==> src/rtl/trigger_pkg.sv <==
// Shared encodings for the multi-stage trigger sequencer: FSM states,
// configuration register selectors and per-stage match modes.
package trigger_pkg;

    localparam logic [1:0] ST_IDLE  = 2'd0;
    localparam logic [1:0] ST_ARMED = 2'd1;
    localparam logic [1:0] ST_DELAY = 2'd2;
    localparam logic [1:0] ST_FIRED = 2'd3;

    localparam logic [2:0] CFG_MASK       = 3'd0;
    localparam logic [2:0] CFG_VALUE      = 3'd1;
    localparam logic [2:0] CFG_OCC        = 3'd2;
    localparam logic [2:0] CFG_MODE       = 3'd3;
    localparam logic [2:0] CFG_POST_DELAY = 3'd4;
    localparam logic [2:0] CFG_N_ACTIVE   = 3'd5;

    localparam logic MODE_LEVEL = 1'b0;
    localparam logic MODE_EDGE  = 1'b1;

endpackage

==> src/rtl/trigger_sequencer_if.sv <==
// Configuration write bus of the trigger sequencer; the host side drives
// it through the master modport, the sequencer listens on the slave modport.
interface trigger_sequencer_if #(
    parameter int DATA_W = 33
);
    logic              cfg_we;
    logic [2:0]        cfg_stage;
    logic [2:0]        cfg_sel;
    logic [DATA_W-1:0] cfg_wdata;

    modport master (
        output cfg_we,
        output cfg_stage,
        output cfg_sel,
        output cfg_wdata
    );

    modport slave (
        input cfg_we,
        input cfg_stage,
        input cfg_sel,
        input cfg_wdata
    );
endinterface

==> src/rtl/trigger_stage_match.sv <==
// Mask/value comparator for the stage currently selected by the sequencer,
// with a registered previous-hit flag so edge-mode stages see only 0->1 transitions.
module trigger_stage_match
    import trigger_pkg::*;
#(
    parameter int DATA_W = 33
) (
    input  logic              clock,
    input  logic              reset,
    input  logic [DATA_W-1:0] data,
    input  logic [DATA_W-1:0] mask,
    input  logic [DATA_W-1:0] value,
    input  logic              mode,
    input  logic              load_prev,
    output logic              qualify
);
    logic hit;
    logic prev_hit_reg;

    assign hit = ((data ^ value) & mask) == '0;

    // Forcing prev high on stage entry keeps a level already present at entry from counting as an edge.
    always_ff @(posedge clock) begin
        if (reset || load_prev) begin
            prev_hit_reg <= 1'b1;
        end else begin
            prev_hit_reg <= hit;
        end
    end

    assign qualify = hit && ((mode == MODE_LEVEL) || !prev_hit_reg);

endmodule

==> src/rtl/trigger_sequencer.sv <==
// Multi-stage trigger: walks up to STAGES ordered match conditions, applies a
// post-trigger delay, then pulses trig and reports the sample index of the final match.
module trigger_sequencer
    import trigger_pkg::*;
#(
    parameter int DATA_W = 33,
    parameter int STAGES = 4,
    parameter int CNT_W  = 17
) (
    input  logic               clock,
    input  logic               reset,
    input  logic               start,
    input  logic [DATA_W-1:0]  data,
    trigger_sequencer_if.slave cfg,
    output logic               trig,
    output logic [CNT_W-1:0]   trig_pos,
    output logic               armed,
    output logic               done,
    output logic [2:0]         stage_idx
);
    localparam logic [CNT_W-1:0] CNT_ONE  = CNT_W'(1);
    localparam logic [3:0]       STAGES_4 = 4'(STAGES);

    // Arrays span the full 3-bit stage index; entries at or above STAGES keep their defaults.
    logic [DATA_W-1:0] mask_arr  [8];
    logic [DATA_W-1:0] value_arr [8];
    logic [CNT_W-1:0]  occ_arr   [8];
    logic              mode_arr  [8];
    logic [CNT_W-1:0]  post_delay_reg;
    logic [3:0]        n_active_reg;

    logic [1:0]        state_reg;
    logic [2:0]        stage_reg;
    logic [CNT_W-1:0]  occ_cnt_reg;
    logic [CNT_W-1:0]  dly_cnt_reg;
    logic [CNT_W-1:0]  sample_cnt_reg;
    logic              trig_reg;
    logic [CNT_W-1:0]  trig_pos_reg;

    logic              cfg_ok;
    logic [2:0]        n_active_raw;
    logic [3:0]        n_active_next;
    logic [CNT_W-1:0]  occ_sel;
    logic [CNT_W-1:0]  occ_target;
    logic              occ_done;
    logic              last_stage;
    logic              qualify;
    logic              stage_adv;
    logic              load_prev;

    assign cfg_ok       = cfg.cfg_we && (state_reg == ST_IDLE);
    assign n_active_raw = cfg.cfg_wdata[2:0];
    assign n_active_next = (n_active_raw == 3'd0)               ? 4'd1 :
                           ({1'b0, n_active_raw} > STAGES_4)    ? STAGES_4 :
                                                                  {1'b0, n_active_raw};

    genvar gi;
    generate
        for (gi = 0; gi < 8; gi++) begin : g_stage_cfg
            always_ff @(posedge clock) begin
                if (reset) begin
                    mask_arr[gi]  <= '0;
                    value_arr[gi] <= '0;
                    occ_arr[gi]   <= CNT_ONE;
                    mode_arr[gi]  <= MODE_LEVEL;
                end else if (cfg_ok && (gi < STAGES) && (cfg.cfg_stage == 3'(gi))) begin
                    case (cfg.cfg_sel)
                        CFG_MASK:  mask_arr[gi]  <= cfg.cfg_wdata;
                        CFG_VALUE: value_arr[gi] <= cfg.cfg_wdata;
                        CFG_OCC:   occ_arr[gi]   <= cfg.cfg_wdata[CNT_W-1:0];
                        CFG_MODE:  mode_arr[gi]  <= cfg.cfg_wdata[0];
                        default: ;
                    endcase
                end
            end
        end
    endgenerate

    always_ff @(posedge clock) begin
        if (reset) begin
            post_delay_reg <= '0;
            n_active_reg   <= 4'd1;
        end else if (cfg_ok) begin
            if (cfg.cfg_sel == CFG_POST_DELAY) begin
                post_delay_reg <= cfg.cfg_wdata[CNT_W-1:0];
            end else if (cfg.cfg_sel == CFG_N_ACTIVE) begin
                n_active_reg <= n_active_next;
            end
        end
    end

    assign occ_sel    = occ_arr[stage_reg];
    assign occ_target = (occ_sel == '0) ? CNT_ONE : occ_sel;
    assign occ_done   = (occ_cnt_reg == occ_target - CNT_ONE);
    assign last_stage = ({1'b0, stage_reg} == n_active_reg - 4'd1);
    assign stage_adv  = (state_reg == ST_ARMED) && start && qualify && occ_done && !last_stage;
    assign load_prev  = (state_reg != ST_ARMED) || stage_adv;

    trigger_stage_match #(
        .DATA_W(DATA_W)
    ) u_match (
        .clock     (clock),
        .reset     (reset),
        .data      (data),
        .mask      (mask_arr[stage_reg]),
        .value     (value_arr[stage_reg]),
        .mode      (mode_arr[stage_reg]),
        .load_prev (load_prev),
        .qualify   (qualify)
    );

    always_ff @(posedge clock) begin
        if (reset) begin
            state_reg      <= ST_IDLE;
            stage_reg      <= '0;
            occ_cnt_reg    <= '0;
            dly_cnt_reg    <= '0;
            sample_cnt_reg <= '0;
            trig_reg       <= 1'b0;
            trig_pos_reg   <= '0;
        end else begin
            trig_reg <= 1'b0;
            if (!start) begin
                state_reg      <= ST_IDLE;
                stage_reg      <= '0;
                occ_cnt_reg    <= '0;
                dly_cnt_reg    <= '0;
                sample_cnt_reg <= '0;
            end else begin
                case (state_reg)
                    ST_IDLE: begin
                        state_reg      <= ST_ARMED;
                        stage_reg      <= '0;
                        occ_cnt_reg    <= '0;
                        dly_cnt_reg    <= '0;
                        sample_cnt_reg <= '0;
                    end
                    ST_ARMED: begin
                        if (sample_cnt_reg != '1) begin
                            sample_cnt_reg <= sample_cnt_reg + CNT_ONE;
                        end
                        if (qualify) begin
                            if (occ_done) begin
                                occ_cnt_reg <= '0;
                                if (last_stage) begin
                                    trig_pos_reg <= sample_cnt_reg;
                                    if (post_delay_reg == '0) begin
                                        state_reg <= ST_FIRED;
                                        trig_reg  <= 1'b1;
                                    end else begin
                                        state_reg <= ST_DELAY;
                                    end
                                end else begin
                                    stage_reg <= stage_reg + 3'd1;
                                end
                            end else begin
                                occ_cnt_reg <= occ_cnt_reg + CNT_ONE;
                            end
                        end
                    end
                    ST_DELAY: begin
                        if (dly_cnt_reg == post_delay_reg - CNT_ONE) begin
                            state_reg <= ST_FIRED;
                            trig_reg  <= 1'b1;
                        end else begin
                            dly_cnt_reg <= dly_cnt_reg + CNT_ONE;
                        end
                    end
                    default: ;
                endcase
            end
        end
    end

    assign trig      = trig_reg;
    assign trig_pos  = trig_pos_reg;
    assign armed     = (state_reg == ST_ARMED) || (state_reg == ST_DELAY);
    assign done      = (state_reg == ST_FIRED);
    assign stage_idx = stage_reg;

endmodule

==> src/flat_wrapper.sv <==
// flat-port wrapper written by rule: the top's interface ports become plain ports
module trigger_sequencer_flat import trigger_pkg::*;
#(
    parameter int DATA_W = 33,
    parameter int STAGES = 4,
    parameter int CNT_W  = 17
)
  (clock, reset, start, data, trig, trig_pos, armed, done, stage_idx, cfg_cfg_we, cfg_cfg_stage, cfg_cfg_sel, cfg_cfg_wdata);
  trigger_sequencer_if #(.DATA_W(DATA_W)) cfg_i ();
  input  logic clock;
  input  logic reset;
  input  logic start;
  input  logic [DATA_W-1:0] data;
  output logic trig;
  output logic [CNT_W-1:0] trig_pos;
  output logic armed;
  output logic done;
  output logic [2:0] stage_idx;
  input wire logic [$bits(cfg_i.cfg_we)-1:0] cfg_cfg_we;
  input wire logic [$bits(cfg_i.cfg_stage)-1:0] cfg_cfg_stage;
  input wire logic [$bits(cfg_i.cfg_sel)-1:0] cfg_cfg_sel;
  input wire logic [$bits(cfg_i.cfg_wdata)-1:0] cfg_cfg_wdata;
  assign cfg_i.cfg_we = cfg_cfg_we;
  assign cfg_i.cfg_stage = cfg_cfg_stage;
  assign cfg_i.cfg_sel = cfg_cfg_sel;
  assign cfg_i.cfg_wdata = cfg_cfg_wdata;
  trigger_sequencer #(.DATA_W(DATA_W), .STAGES(STAGES), .CNT_W(CNT_W)) u_core (.clock(clock), .reset(reset), .start(start), .data(data), .cfg(cfg_i), .trig(trig), .trig_pos(trig_pos), .armed(armed), .done(done), .stage_idx(stage_idx));
endmodule
==> config.mk <==
export PLATFORM = sky130hd
export DESIGN_NAME = trigger_sequencer_flat
export DESIGN_NICKNAME = d
export VERILOG_FILES = /design/src/rtl/trigger_pkg.sv /design/src/rtl/trigger_sequencer_if.sv /design/src/rtl/trigger_stage_match.sv /design/src/rtl/trigger_sequencer.sv /design/src/flat_wrapper.sv
export SDC_FILE = /design/constraint.sdc
export NUM_CORES = 1
export LEC_CHECK = 0
export ABC_AREA = 1
export CELL_PAD_IN_SITES_DETAIL_PLACEMENT = 1
export CELL_PAD_IN_SITES_GLOBAL_PLACEMENT = 2
export CORE_MARGIN = 2
export CORE_UTILIZATION = 35
export CTS_CLUSTER_SIZE = 16
export DETAILED_ROUTE_END_ITERATION = 16
export PLACE_DENSITY = 0.84
export SLEW_MARGIN = 20
export SYNTH_ARGS = -nofsm -noshare
export SYNTH_HDL_FRONTEND = slang
export SYNTH_SLANG_ARGS = --single-unit
==> constraint.sdc <==
create_clock -name clock -period 6.5 [get_ports clock]
set_clock_uncertainty 0.05 [all_clocks]
set_input_delay 1.95 -clock clock [delete_from_list [all_inputs] [get_ports clock]]
set_output_delay 1.95 -clock clock [all_outputs]
set_load 0.05 [all_outputs]
==> flow_metrics.py, run 1 <==
metrics = {
    "run_status": {
        "status": "finished, final reports clean",
    },
    "finish": {
        "finish.utilization_pct": 41.2,
        "drive_gt1_share_pct": 5.54,
        "top_regs": "u_core.mask_arr x132, u_core.value_arr x132, u_core.occ_arr x68",
        "layout_common_cells": "nand2_1 (601), nor2_1 (485), edfxtp_1 (336)",
        "final_common_cell": "nand2_1",
        "area_delta_synth_final_pct": 15.7,
        "fin_nets": 2518,
    },
    "drt": {
        "drtAntennaViolNets": 0,
        "drt-initial-drc-count": 1348,
        "drt-total-wl_um": 64000,
        "viasPerCell": 5.06,
        "first_pass_iters": 7,
        "drcViolationCount": 0,
        "routedWlPerCell_um": 19.7,
        "vias": 16400,
    },
    "yosys": {
        "synth_edf_count": 336,
        "synth.distinct_cells": 57,
        "syn_nets": 2448,
        "netlist_area_um2": 21100,
        "synth-seq-cells": 434,
        "ys.flop_type": "edfxtp_1",
        "synth_cells": 2360,
        "avgSynthCellArea_um2": 8.93,
        "yosysWarnings": 0,
        "synth_seq_area_share_pct": 57.2,
        "synthArstFlopShare_pct": 0,
    },
    "die": {
        "std_cell_rows": 89,
        "start_util_pct": 35.6,
        "fp.dieW_um": 249,
        "dieArea_um2": 62200,
        "die_y_um": 249,
        "coreArea_um2": 59200,
        "pin_count": 99,
    },
    "power_and_ir_drop": {
        "p_per_area_nw_per_um2": 273,
        "p_leak_nw": 9.88,
        "ir_worst_vdd_mv": 0.202,
    },
    "clock_tree": {
        "cts_max_level": 2,
        "cts_tree": "done",
        "clockBufferDepth": 3,
        "numCtsBuffers": 50,
        "cts_num_sinks": 434,
        "post_cts_buffers": 0,
        "cts-resized-gates": 0,
        "clk_pin_slew_worst_paths_ns": 0.06,
        "holdBufCountCts": 0,
        "insertion_delay_ns": 0.62,
        "clk_root_buffer_cell": "clkbuf_16",
    },
    "setup_path": {
        "arrival_ns": 5.45,
        "crit_path_max_fanout": 59,
        "crit_path_end_kind": "flip-flop",
        "critical_path_required_ns": 6.92,
        "critPathKind": "reg -> reg",
        "cp-start-kind": "flip-flop",
    },
    "timing": {
        "drv_slew": 0,
        "totalNegativeSetupSlack_ns": 0,
        "final.min_clock_period_ns": 5.03,
        "max_slew_margin_pct": 29.2,
        "clock.fmax_mhz": 199,
        "fin_crit_sh_pct": 77.3,
        "finalSetupViolCount": 0,
        "worst_slew_pin_slew_ns": 1.06,
        "hold_violations": 0,
        "rsz0062_at_grt": "false",
    },
    "grt": {
        "grt_max_degree": 99,
        "use_met3_pct": 2.54,
        "grt.busiest_layer": "met2",
        "antenna_found_initial": 3,
        "groute.usage.overall_pct": 20.5,
        "grt_pass1_wl_um": 99400,
        "grtUsageMet1_pct": 28.5,
        "use_met2_pct": 34.3,
        "overflow": 0,
        "grt_pass1_vias": 17300,
    },
    "placement": {
        "place.gp.congestion": 0.813,
        "hpwlAfterDp_um": 41200,
        "port_buffers": 98,
    },
    "worst_hold_path": {
        "hp-class": "reg -> reg",
    },
    "job": {
        "maxCapViolations": 0,
    },
}
## metal layers
metal	up-vias	share of wire, %
met1	8221	46
li1	7790	-
met2	366	47
met5	-	0
met4	0	1.5
met3	69	4.9
## critical path: stages, from the launching register on
cell and delay (ns):
dfxtp_4 0.48, buf_4 0.64, nor2_1 0.13, nor2_1 0.12, o21ai_1 0.08, nand2_1 0.13
nand2_1 0.14, nand2_1 0.12, nor2_1 0.05, nand2_1 0.08, nor2_2 0.06, nor2_4 0.19
ha_1 0.23, nand3_1 0.17, inv_1 0.11, nand2_1 0.12, nor3_1 0.28, or2_2 0.20
nand2_1 0.05, nor2_1 0.10, nand2_1 0.07, nor2_2 0.09, nand3_2 0.30, nand2b_1 0.57
nand2_1 0.20, a21oi_1 0.10
## worst paths after layout
path                            slack, ns                 end          startpoint  depth (start not counted)
worst max-delay path                 1.47  u_core.trig_pos[5]           flip-flop                         25
worst max register to register       1.47  u_core.trig_pos[5]           flip-flop                         25
worst min register to register       0.41  u_core.trig_pos[9]  u_core.trig_pos[9]                          2
worst min-delay path                 0.41  u_core.trig_pos[9]  u_core.trig_pos[9]                          2
## area by class of cell
cell class,count,area (um2)
fillers,6859,34900
flip-flops and latches,434,12100
multi-input cells,1614,7730
clock buffers,60,1320
repair buffers,123,1180
well taps,773,967
inverters,207,779
clock inverters,34,353
diodes,2,5.00
## synthesized netlist by cell type (all sizes together), types with 3 or more instances
master	instances	area (um2)
o2111ai	3	26.3
a21boi	3	22.5
o221ai	5	43.8
edfxtp	336	10100
a211oi	5	42.5
or2	16	100
o211ai	5	37.5
buf	47	337
xor2	84	736
a22o	4	35.0
dfxtp	98	1960
a21oi	75	379
nand3b	19	143
nand4	21	131
o22ai	10	62.6
xnor2	27	236
mux2i	28	280
clkbuf	58	218
nand2	613	2330
nand3	74	385
clkinv	3	11.3
nor2	491	1860
nor4	6	37.5
inv	204	768
ha	12	150
o21ai	75	379
a21o	3	22.5
nor3	20	111
## per-stage QoR
| step | worst slack (ns) | hold slack (ns) | cell area, um2 | total power (W) | instances |
|---|---|---|---|---|---|
| 6_report | 1.47 | 0.412 | 24400 | 0.00667 | 3247 |
| 5_1_grt | 0.911 | 0.436 | 24400 | 0.00691 | 3247 |
| 4_1_cts | 1.38 | 0.417 | 24400 | 0.00673 | 3245 |
| 3_5_place_dp | 1.30 | 0.407 | 22700 | 0.00386 | 3151 |
| 3_3_place_gp | 1.42 | 0.402 | 22700 | 0.00384 | 3151 |
| 2_1_floorplan | 1.11 | 0.391 | 21100 | 0.00360 | 2360 |
## kinds of logic after synthesis
logic type / after synthesis / share of synthesized area (%)
XOR/XNOR: 112 / 4.72
AND/OR/NAND/NOR: 1263 / 24.3
flip-flops: 434 / 57.2
adder cells (fa/ha/maj): 12 / 0.712
multiplexers: 28 / 1.33
AO/OA/AOI/OAI: 199 / 5.41
buffers and inverters: 312 / 6.33
## report_power, final
| part | switching [W] | internal [W] |
|---|---|---|
| clock | 0.00121 | 0.00166 |
| combinational | 0.000497 | 0.000211 |
| sequential | 0.0000333 | 0.00307 |
Note: power is estimated with default switching activity, not from simulation.
==> run 2: changes to the inputs <==
clock period = 4.8 ns   (was 6.5 ns; I/O delays follow)
==> flow_metrics.py, run 2 (synthesis results as in run 1) <==
metrics = {
    "finish": {
        "n_antenna_cell": 0,
        "fill_cells": 6912,
        "multi_input_area_um2": 7710,
        "top_regs": "u_core.mask_arr x132, u_core.value_arr x132, u_core.occ_arr x68",
        "area_delta_synth_final_pct": 15.7,
        "fin_nets": 2528,
        "layout_common_cells": "nand2_1 (602), nor2_1 (484), edfxtp_1 (336)",
        "seqCellArea_um2": 12100,
        "final_common_cell": "nand2_1",
        "drive_gt1_share_pct": 5.73,
        "finish.utilization_pct": 41.2,
    },
    "timing": {
        "fin_crit_sh_pct": 89.0,
        "rsz0062_at_grt": "false",
        "clock.fmax_mhz": 234,
        "final.min_clock_period_ns": 4.27,
        "drv_slew": 0,
        "hold_violations": 0,
        "worst_slew_pin_slew_ns": 0.943,
        "finalSetupViolCount": 0,
        "totalNegativeSetupSlack_ns": 0,
        "max_slew_margin_pct": 37.0,
    },
    "grt": {
        "groute.usage.overall_pct": 20.6,
        "use_met3_pct": 2.97,
        "grt.busiest_layer": "met2",
        "grt_pass1_wl_um": 99500,
        "grt_max_degree": 118,
        "grt_pass1_vias": 17300,
        "grtUsageMet1_pct": 28.0,
        "use_met2_pct": 34.9,
        "overflow": 0,
        "antenna_found_initial": 1,
    },
    "placement": {
        "place.gp.congestion": 0.859,
        "hpwlAfterDp_um": 41700,
        "port_buffers": 98,
    },
    "die": {
        "fp.dieW_um": 249,
        "die_y_um": 249,
        "std_cell_rows": 89,
        "coreArea_um2": 59200,
        "dieArea_um2": 62200,
        "pin_count": 99,
        "start_util_pct": 35.6,
    },
    "setup_path": {
        "crit_path_max_fanout": 37,
        "arrival_ns": 4.68,
        "crit_path_end_kind": "flip-flop",
        "critical_path_required_ns": 5.21,
        "cpMaxStageDelayCell": "buf_4",
        "critPathKind": "reg -> reg",
        "cp-start-kind": "flip-flop",
        "worst_path_most_repeated_cell": "nand2_1",
        "cpPeakStageDelay_ns": 0.38,
    },
    "drt": {
        "vias": 16300,
        "drcViolationCount": 0,
        "viasPerCell": 5.02,
        "drtAntennaViolNets": 0,
        "first_pass_iters": 5,
        "drt-total-wl_um": 63800,
        "routedWlPerCell_um": 19.6,
        "drt-initial-drc-count": 1058,
    },
    "clock_tree": {
        "clk_root_buffer_cell": "clkbuf_16",
        "clockBufferDepth": 3,
        "cts_num_sinks": 434,
        "insertion_delay_ns": 0.60,
        "cts_max_level": 2,
        "numCtsBuffers": 49,
        "cts_tree": "done",
        "holdBufCountCts": 0,
        "clk_pin_slew_worst_paths_ns": 0.06,
    },
    "worst_hold_path": {
        "hp-class": "reg -> reg",
    },
    "run_status": {
        "status": "finished, final reports clean",
    },
    "power_and_ir_drop": {
        "p_leak_nw": 9.90,
        "ir_worst_vdd_mv": 0.276,
        "p_total_w": 0.00882,
        "p_per_area_nw_per_um2": 362,
    },
    "job": {
        "maxCapViolations": 0,
    },
}
run 2: cell types whose count changed in the layout (fill, tap and decap cells not counted), sizes merged:
cell	previous run	this run
inv	204	206
clkinvlp	2	1
diode	2	0
buf	25	36
clkbuf	60	59
bufinv	5	3
clkinv	30	28
run 2: power breakdown:
group	leakage, nW	total, W	switching (W)	internal (W)
clock	0.753	0.00364	0.00157	0.00207
sequential	4.26	0.00419	0.0000425	0.00415
combinational	4.89	0.000983	0.000681	0.000302
total	9.90	0.00882	0.00229	0.00652
run 2: what timing repair did:
action,in CTS,in global routing
setup buffers,0,0
endpoints found under the setup margin,0,2
resized for setup,0,1
run 2: through the flow:
stage | hold slack (ns) | instances | worst slack [ns] | instance area, um2
CTS | 0.421 | 3252 | 0.349 | 24400
detailed placement | 0.411 | 3162 | 0.169 | 22800
global placement | 0.402 | 3162 | 0.230 | 22800
floorplan | 0.391 | 2360 | 0.812 | 21100
finish | 0.416 | 3252 | 0.530 | 24400
global route | 0.430 | 3252 | 0.0188 | 24400
run 2: layer usage:
metal / part of all wire [%] / vias up
met5: 0.020 / -
met4: 1.8 / 2
met3: 4.7 / 80
met2: 48 / 327
met1: 46 / 8105
li1: - / 7805
run 2: worst paths after layout:
| kind | from | to | slack (ns) | cells after the start |
|---|---|---|---|---|
| min | u_core.dly_cnt_reg[6] | u_core.dly_cnt_reg[6] | 0.42 | 2 |
| min reg2reg | u_core.dly_cnt_reg[6] | u_core.dly_cnt_reg[6] | 0.42 | 2 |
| max | flip-flop | u_core.stage_idx[1] | 0.53 | 25 |
| max reg2reg | flip-flop | u_core.stage_idx[1] | 0.53 | 25 |
run 2: worst max-delay path, delay by kind of cell, from the launching register on:
family / cells / cell delay, ns
XOR/XNOR: 1 / 0.24
AND/OR/NAND/NOR: 20 / 2.67
adder cells (fa/ha/maj): 1 / 0.23
flip-flops: 1 / 0.36
buffers and inverters: 3 / 0.53
run 2: layout make-up:
type	count	area share (%)
clock buffer	59	5.27
clock inverter	31	1.04
inverter	207	3.20
multi-input combinational	1614	31.6
sequential	434	49.4
tap	773	3.97
timing repair buffer	134	5.44
